[config.mk]
export PLATFORM = sky130hd
export DESIGN_NAME = sram_mport_arbiter_flat
export DESIGN_NICKNAME = d
export VERILOG_FILES = /design/src/rtl/sram_mport_arbiter_if.sv /design/src/rtl/sram_mport_arbiter.sv /design/src/flat_wrapper.sv
export SDC_FILE = /design/constraint.sdc
export NUM_CORES = 1
export LEC_CHECK = 0
export ABC_AREA = 1
export CAP_MARGIN = 40
export CORE_MARGIN = 3
export CORE_UTILIZATION = 44
export DETAILED_ROUTE_END_ITERATION = 8
export GPL_TIMING_DRIVEN = 0
export PLACE_DENSITY = 0.82
export SYNTH_ARGS = -nofsm -noshare
export SYNTH_HDL_FRONTEND = slang
export SYNTH_SLANG_ARGS = --single-unit
[constraint.sdc]
create_clock -name clk -period 3.4 [get_ports clk]
set_input_delay 0.68 -clock clk [delete_from_list [all_inputs] [get_ports clk]]
set_output_delay 0.68 -clock clk [all_outputs]
set_load 0.1 [all_outputs]
[src/rtl/sram_mport_arbiter_if.sv]
// ============================================================================
// Module   : sram_mport_arbiter_if
// Brief    : Client req/ack bus plus SRAM pin bundle for sram_mport_arbiter.
// Revision : 1.0
// ============================================================================
`default_nettype none

interface sram_mport_arbiter_if #(
  parameter int NPORTS = 4,
  parameter int AW     = 19
);
  logic [NPORTS-1:0]    req;
  logic [NPORTS-1:0]    we;
  logic [NPORTS*AW-1:0] addr;
  logic [NPORTS*8-1:0]  din;
  logic [NPORTS-1:0]    ack;
  logic [NPORTS*8-1:0]  dout;
  logic [AW-1:0]        sram_addr;
  logic [7:0]           sram_d_o;
  logic [7:0]           sram_d_i;
  logic                 sram_d_oe;
  logic                 sram_we_n;

  modport master (
    output req, we, addr, din, sram_d_i,
    input  ack, dout, sram_addr, sram_d_o, sram_d_oe, sram_we_n
  );

  modport slave (
    input  req, we, addr, din, sram_d_i,
    output ack, dout, sram_addr, sram_d_o, sram_d_oe, sram_we_n
  );
endinterface

`default_nettype wire

[src/rtl/sram_mport_arbiter.sv]
// ============================================================================
// Module   : sram_mport_arbiter
// Brief    : Round-robin time-multiplexing of one async 8-bit SRAM among
//            NPORTS clients. Macro SRAM_VIDEO_PRIO_EN: port 0 fixed priority.
// Revision : 1.0
// ============================================================================
`default_nettype none

module sram_mport_arbiter #(
  parameter int NPORTS     = 4,
  parameter int AW         = 19,
  parameter int ACC_CYCLES = 2
) (
  input  wire logic           clk,
  input  wire logic           rst,
  sram_mport_arbiter_if.slave bus
);
  localparam int            PW         = $clog2(NPORTS);
  localparam logic [PW-1:0] C_LAST     = PW'(NPORTS - 1);
  localparam logic [3:0]    C_CNT_LAST = 4'(ACC_CYCLES - 1);

  typedef enum logic [1:0] {
    IDLE   = 2'd0,
    SETUP  = 2'd1,
    STROBE = 2'd2,
    HOLD   = 2'd3
  } state_t;

  state_t              state_q, state_d;
  logic [3:0]          cnt_q, cnt_d;
  logic [PW-1:0]       rr_q, rr_d;
  logic [PW-1:0]       gnt_q, gnt_d;
  logic                we_lat_q, we_lat_d;
  logic [AW-1:0]       sram_addr_q, sram_addr_d;
  logic [7:0]          sram_d_o_q, sram_d_o_d;
  logic                sram_d_oe_q, sram_d_oe_d;
  logic                sram_we_n_q, sram_we_n_d;
  logic [NPORTS-1:0]   ack_q, ack_d;
  logic [NPORTS*8-1:0] dout_q, dout_d;

  logic [PW-1:0]       win;
  logic                win_vld;

  // Scan from the rr pointer upwards, wrapping explicitly at NPORTS.
  always_comb begin : p_pick
    int            idx;
    logic [PW-1:0] idx_p;
    idx     = 0;
    idx_p   = '0;
    win     = '0;
    win_vld = 1'b0;
`ifdef SRAM_VIDEO_PRIO_EN
    if (bus.req[0]) win_vld = 1'b1;
`endif
    for (int i = 0; i < NPORTS; i++) begin
      idx = int'(rr_q) + i;
      if (idx >= NPORTS) idx = idx - NPORTS;
      idx_p = PW'(idx);
`ifdef SRAM_VIDEO_PRIO_EN
      if (!win_vld && (idx_p != '0) && bus.req[idx_p]) begin
`else
      if (!win_vld && bus.req[idx_p]) begin
`endif
        win     = idx_p;
        win_vld = 1'b1;
      end
    end
  end

  // Output registers are loaded with the values for the state being entered.
  always_comb begin : p_next
    state_d     = state_q;
    cnt_d       = cnt_q;
    rr_d        = rr_q;
    gnt_d       = gnt_q;
    we_lat_d    = we_lat_q;
    sram_addr_d = sram_addr_q;
    sram_d_o_d  = sram_d_o_q;
    sram_d_oe_d = 1'b0;
    sram_we_n_d = 1'b1;
    ack_d       = '0;
    dout_d      = dout_q;
    case (state_q)
      IDLE: begin
        if (win_vld) begin
          gnt_d       = win;
          we_lat_d    = bus.we[win];
          sram_addr_d = bus.addr[int'(win)*AW +: AW];
          if (bus.we[win]) sram_d_o_d = bus.din[int'(win)*8 +: 8];
          sram_d_oe_d = bus.we[win];
          state_d     = SETUP;
        end
      end
      SETUP: begin
        sram_d_oe_d = we_lat_q;
        sram_we_n_d = ~we_lat_q;
        cnt_d       = '0;
        state_d     = STROBE;
      end
      STROBE: begin
        sram_d_oe_d = we_lat_q;
        if (cnt_q == C_CNT_LAST) begin
          ack_d[gnt_q] = 1'b1;
          if (!we_lat_q) dout_d[int'(gnt_q)*8 +: 8] = bus.sram_d_i;
          state_d = HOLD;
        end else begin
          cnt_d       = cnt_q + 4'd1;
          sram_we_n_d = ~we_lat_q;
        end
      end
      HOLD: begin
`ifdef SRAM_VIDEO_PRIO_EN
        if (gnt_q != '0) rr_d = (gnt_q == C_LAST) ? '0 : gnt_q + PW'(1);
`else
        rr_d = (gnt_q == C_LAST) ? '0 : gnt_q + PW'(1);
`endif
        state_d = IDLE;
      end
      default: state_d = IDLE;
    endcase
  end

  always_ff @(posedge clk or posedge rst) begin
    if (rst) begin
      state_q     <= IDLE;
      cnt_q       <= '0;
      rr_q        <= '0;
      gnt_q       <= '0;
      we_lat_q    <= 1'b0;
      sram_addr_q <= '0;
      sram_d_o_q  <= '0;
      sram_d_oe_q <= 1'b0;
      sram_we_n_q <= 1'b1;
      ack_q       <= '0;
      dout_q      <= '0;
    end else begin
      state_q     <= state_d;
      cnt_q       <= cnt_d;
      rr_q        <= rr_d;
      gnt_q       <= gnt_d;
      we_lat_q    <= we_lat_d;
      sram_addr_q <= sram_addr_d;
      sram_d_o_q  <= sram_d_o_d;
      sram_d_oe_q <= sram_d_oe_d;
      sram_we_n_q <= sram_we_n_d;
      ack_q       <= ack_d;
      dout_q      <= dout_d;
    end
  end

  assign bus.ack       = ack_q;
  assign bus.dout      = dout_q;
  assign bus.sram_addr = sram_addr_q;
  assign bus.sram_d_o  = sram_d_o_q;
  assign bus.sram_d_oe = sram_d_oe_q;
  assign bus.sram_we_n = sram_we_n_q;

endmodule

`default_nettype wire

[src/flat_wrapper.sv]
// flat-port wrapper written by rule: the top's interface ports become plain ports
module sram_mport_arbiter_flat 
#(
  parameter int NPORTS     = 4,
  parameter int AW         = 19,
  parameter int ACC_CYCLES = 2
)
  (clk, rst, bus_req, bus_we, bus_addr, bus_din, bus_sram_d_i, bus_ack, bus_dout, bus_sram_addr, bus_sram_d_o, bus_sram_d_oe, bus_sram_we_n);
  sram_mport_arbiter_if #(.NPORTS(NPORTS), .AW(AW)) bus_i ();
  input  wire logic clk;
  input  wire logic rst;
  input wire logic [$bits(bus_i.req)-1:0] bus_req;
  input wire logic [$bits(bus_i.we)-1:0] bus_we;
  input wire logic [$bits(bus_i.addr)-1:0] bus_addr;
  input wire logic [$bits(bus_i.din)-1:0] bus_din;
  input wire logic [$bits(bus_i.sram_d_i)-1:0] bus_sram_d_i;
  output wire logic [$bits(bus_i.ack)-1:0] bus_ack;
  output wire logic [$bits(bus_i.dout)-1:0] bus_dout;
  output wire logic [$bits(bus_i.sram_addr)-1:0] bus_sram_addr;
  output wire logic [$bits(bus_i.sram_d_o)-1:0] bus_sram_d_o;
  output wire logic [$bits(bus_i.sram_d_oe)-1:0] bus_sram_d_oe;
  output wire logic [$bits(bus_i.sram_we_n)-1:0] bus_sram_we_n;
  assign bus_i.req = bus_req;
  assign bus_i.we = bus_we;
  assign bus_i.addr = bus_addr;
  assign bus_i.din = bus_din;
  assign bus_i.sram_d_i = bus_sram_d_i;
  assign bus_ack = bus_i.ack;
  assign bus_dout = bus_i.dout;
  assign bus_sram_addr = bus_i.sram_addr;
  assign bus_sram_d_o = bus_i.sram_d_o;
  assign bus_sram_d_oe = bus_i.sram_d_oe;
  assign bus_sram_we_n = bus_i.sram_we_n;
  sram_mport_arbiter #(.NPORTS(NPORTS), .AW(AW), .ACC_CYCLES(ACC_CYCLES)) u_core (.clk(clk), .rst(rst), .bus(bus_i));
endmodule
# --- Word-level counts from Yosys, hierarchy flattened ---
# Cells that the tools add are included.
# Widths: inputs -> output; s select.
word_totals:
  regBits: 76
  latch_bits: 0
  mem_bits_rw: 0
  rom_bits: 0
  in_bits: 126
  output_inout_bits: 65
  elab_cells: 98
  n_memories: 0
classes:
  add_sub_neg: 10
  mul: 1
  div: 0
  order_cmp: 11
  n_eq_ne: 8
  shift: 4
  muxes: 37
  bitwise: 1
  n_reduce_logical: 15
op_table:
  columns: ["op", "count"]
  rows:
  - ["$shiftx 76x32->19", 1]
  - ["$neg 5->33", 1]
  - ["$shift 8x33->32 const A", 1]
  - ["$shiftx 8x33->32", 1]
  - ["$bwmux 32", 1]
  - ["$shiftx 32x6->8", 1]
  - ["$mux 2", 11]
  - ["$lt 2x3->1 const B", 6]
  - ["$mux 1", 12]
  - ["$mux 4", 3]
  - ["$bmux 1 s2", 5]
  - ["$ge 3x3->1 const B", 3]
  - ["$pmux 2 s4", 1]
  - ["$pmux 4 s2", 1]
  - ["$sub 2x1->2 const B", 4]
  - ["$mul 2x5->7 const B", 1]
  - ["$add 2x2->3 const B", 2]
  - ["$eq 2x2->1 const B", 3]
  - ["$reduce_and 2->1", 3]
  - ["$reduce_and 3->1", 2]
  - ["$add 4x1->4 const B", 1]
  - ["$eq 4x1->1 const B", 1]
  - ["$logic_and 1x1->1", 4]
  - ["$ne 2x1->1 const B", 2]
  - ["13 further kinds", 16]

# --- Longest topological paths before layout ---
depth:
  depth_word: 18
  mapped_depth: 17
  depth_no_buf: 15

# --- Worst setup path after synthesis ---
# OpenSTA, ideal clock, no wires.
synth_timing:
  kind: "reg-to-reg"
  from: "register u_core.gnt_q[0]"
  to: "register u_core.dout_q[0], in the netlist u_core.bus.dout[0]"
  setup_time_ps: 70
  arrival_time_ps: 2015
  t_required_ps: 3330
  path_slack_ps: 1315
  stages_incl_launch_ff: 8
  path_buffers: 2
  period_less_slack_ps: 2085
  path_cell_list: "dfrtp_1 clkbuf_1 inv_1 ha_1 clkbuf_1 nor3_1 nand3_1 nand2_1"
synth_via:
  elab_chain_len: 3
  word_cells_on_any_way: 4
  cone_classes: "1 x add/sub; 2 x shift; 1 x mux"
synth_rtl:
  columns: ["item", "line", "text"]
  rows:
  - ["from (decl)", "sram_mport_arbiter.sv:32", "logic [PW-1:0] gnt_q, gnt_d;"]
  - ["from (signal assigned)", "sram_mport_arbiter.sv:140", "gnt_q <= gnt_d;"]
  - ["$neg 5->33 (*)", "sram_mport_arbiter.sv:104", "if (!we_lat_q) dout_d[int'(gnt_q)*8 +: 8] = bus.sram_d_i;"]
  - ["$shiftx 8x33->32 / $shift 8x33->32 (equally long branches)", "sram_mport_arbiter.sv:104", null]
  - ["$bwmux 32 (*)", "sram_mport_arbiter.sv:104", null]
  - ["to (signal assigned)", "sram_mport_arbiter.sv:147", "dout_q <= dout_d;"]
  - ["to (decl)", "sram_mport_arbiter.sv:39", "logic [NPORTS*8-1:0] dout_q, dout_d;"]
# Mark *: on every way between the ends. The rest lies on a longest branch, timed or not.
# A chain may end at the register's enable or synchronous reset.

# --- Worst setup path after layout ---
layout_timing:
  from: "register u_core.gnt_q[0]"
  to: "register u_core.dout_q[1], in the netlist u_core.bus.dout[1]"
# The elaborated chain is that of the path after synthesis.

==> results.cfg <==
[outcome]
outcome = completed

[synth]
yosys_warnings = 0
syn-num-nets = 775
postSynthAreaPerCell_sq_um = 7.39
synth_edf_count = 0
synth.most_common_cell = nand2_1
ys_dominant_reg_cell = dfrtp_1
ys_top_cells_by_count = nand2_1 (219), dfrtp_1 (75), inv_1 (65), nand3_1 (65), o21ai_0 (37)
synthCells = 635
ys_seq_area_share_pct = 40.6
synth_top_area_share_pct = 40.0
yosys.area.top_type = dfrtp_1
ys_types = 32
synth-async-reset-ratio_pct = 100
ys_top_cells_by_area = dfrtp_1 (40%), nand2_1 (18%), nand3_1 (6.9%), o211ai_1 (5.8%), inv_1 (5.2%)
netlist_area_sq_um = 4690
ys_ff_latch = 76

[timing]
holdWs_ns = 0.489
setup_viol = 0
slew_viol_final = 0
period_needed_ns = 2.76
rsz0062_at_grt = false
min_period_over_period_pct = 81.2
clock.fmax_ghz = 0.362
hold_violations = 0
maxSlewHeadroom_pct = 41.8
tightestPinTransition_ns = 0.866
skew_ns = 0.0178

[floorplanning]
die_w_um = 109
initial_utilization_pct = 45.4
pin_count = 191
die-area_sq_um = 11900
placementRows = 37
core_sq_um = 10300
die_y_um = 109

[clock_network]
cts_tree = yes
cts.clk_slew.worst_paths_ns = 0.08
cts_setup_buffers = 0
htreeDepth = 3
cts_resized = 0
cts_made_buffers = 9
worstSkewPairLatency_ns = 0.35
cts.sinks = 76
clock-root-buffer = clkbuf_8
clockBufferDepth = 2
cts_hold_buf = 0

[grt]
met3_usage_pct = 5.57
met1_usage_pct = 31.8
antenna_found_initial = 0
globalRouteOverflowTotal = 0
grt_pass1_wl_um = 26600
gr-max-usage-layer = met2
globalRouteMet2Util_pct = 51.8
grt_max_degree = 55
track_usage_pct = 28.3
grt_pass1_vias = 5596

[finish]
finalNonFillerCells = 1043
area_growth_pct = 72.4
num_antenna_cells = 0
finalInstanceArea_sq_um = 8090
drive_gt1_share_pct = 13.1
num-nets-final = 1042

[drt]
wl_um = 16500
wl_per_cell_um = 15.8
drc = 0
vias = 5493
ant_nets = 0
drt_iter0_drc = 331
viasPerCell = 5.27
firstDrtPassIters = 6

[critical_path]
crit_path_frequent_cell = clkbuf_1
cp-start-kind = register
crit_family = simple AND/OR/NAND/NOR gates
path_cells = clkbuf_1 > inv_1 > ha_1 > clkbuf_1 > nor3_1 > nand3_1 > nand2_1
cp-end-kind = register
crit_buf_inv = 3
critPathMaxFanout = 10
crit_arrival_ns = 3.05
cp_slowest_cell = nor3_1
worst-setup-path-type = reg -> reg
cp.required_ns = 3.69
max_stage_delay_ns = 0.76

[placed_design]
place_congestion = 0.902
placed_area_sq_um = 7890
portBuffers = 190
detailed_place_hpwl_um = 13000
dp_cells = 1027

[min_path]
hp-class = reg -> reg

[job]
maxCapViolCount = 0
## worst min-delay path, delay by kind of cell (launching register included)
| family | cells | cell delay [ns] |
|---|---|---|
| flip-flops | 1 | 0.35 |
| AND/OR/NAND/NOR | 2 | 0.10 |
## layout by cell type (no fill, tap or decap), types with 2 or more instances in the layout
master,synthesis,routed
o21ai_1,2,2
nand4_1,17,17
nand2_2,4,4
o21ai_0,37,37
clkdlybuf4s50_1,0,190
o211ai_1,36,36
buf_2,8,8
clkbuf_8,0,9
or2_1,14,14
clkbuf_1,11,12
nand3b_1,8,8
nand3_1,65,65
buf_16,0,11
o22ai_1,3,3
buf_4,3,3
buf_8,0,55
clkinvlp_4,0,3
a21oi_1,4,4
inv_1,65,64
nand2_1,219,219
inv_2,5,5
nor2_1,24,24
buf_6,7,7
dfrtp_1,75,75
ha_1,14,14
nand3_4,3,3
## sequential cells by signal, indices dropped and copies added (netlist names), 2 cells and up
| signal | count |
|---|---|
| u_core.bus.dout | 32 |
| u_core.bus.sram_addr | 19 |
| u_core.bus.sram_d_o | 8 |
| u_core.bus.ack | 4 |
| u_core.cnt_q | 4 |
| u_core.gnt_q | 2 |
| u_core.rr_q | 2 |
| u_core.state_q | 2 |
## metal layers
metal  vias up  share of wire [%]
li1       2604                  -
met1      2514                 36
met2       311                 53
met3        64                7.4
met4         0                4.1
met5         -                  0
## final timing paths
path	startpoint	endpoint	slack, ns	depth (start not counted)
setup / recovery	u_core.gnt_q[0]	u_core.bus.dout[1]	0.64	7
hold / removal	u_core.bus.sram_addr[4]	u_core.bus.sram_addr[4]	0.49	2
setup reg to reg	u_core.gnt_q[0]	u_core.bus.dout[1]	0.64	7
hold reg to reg	u_core.bus.sram_addr[4]	u_core.bus.sram_addr[4]	0.49	2
max in group asynchronous	rst	u_core.bus.sram_we_n	2.16	3
min in group asynchronous	rst	u_core.bus.sram_d_o[5]	0.65	2
## final cells by class
type / instances / area (sq um)
clock inverter: 6 / 66.3
fill: 637 / 2240
timing repair buffer: 256 / 3030
multi-input combinational: 459 / 2340
buffer: 29 / 183
clock buffer: 10 / 128
sequential: 76 / 1900
tap: 136 / 170
inverter: 71 / 269
## logic make-up after synthesis
kind of cell | after synthesis | share of synthesized area, %
buffers and inverters | 100 | 9.58
AOI/OAI and AO/OA | 84 | 11.1
adders and majority gates | 14 | 3.74
xor gates and xnor gates | 2 | 0.374
and+or+nand+nor | 359 | 34.6
DFF | 76 | 40.6
## through the flow
stage | TNS, ns | setup slack (ns) | utilization, %
after floorplan | 0 | 0.783 | -
after global placement | -26.98 | -0.363 | 65.5
after detailed placement | 0 | 0.671 | 76.5
after CTS | 0 | 0.749 | 78.3
after global routing | 0 | 0.505 | 78.3
final | 0 | 0.640 | 78.3
Power is left out: the tool's default activity adds up to more than one toggle a clock period on the data nets, which glitch-free logic cannot reach.
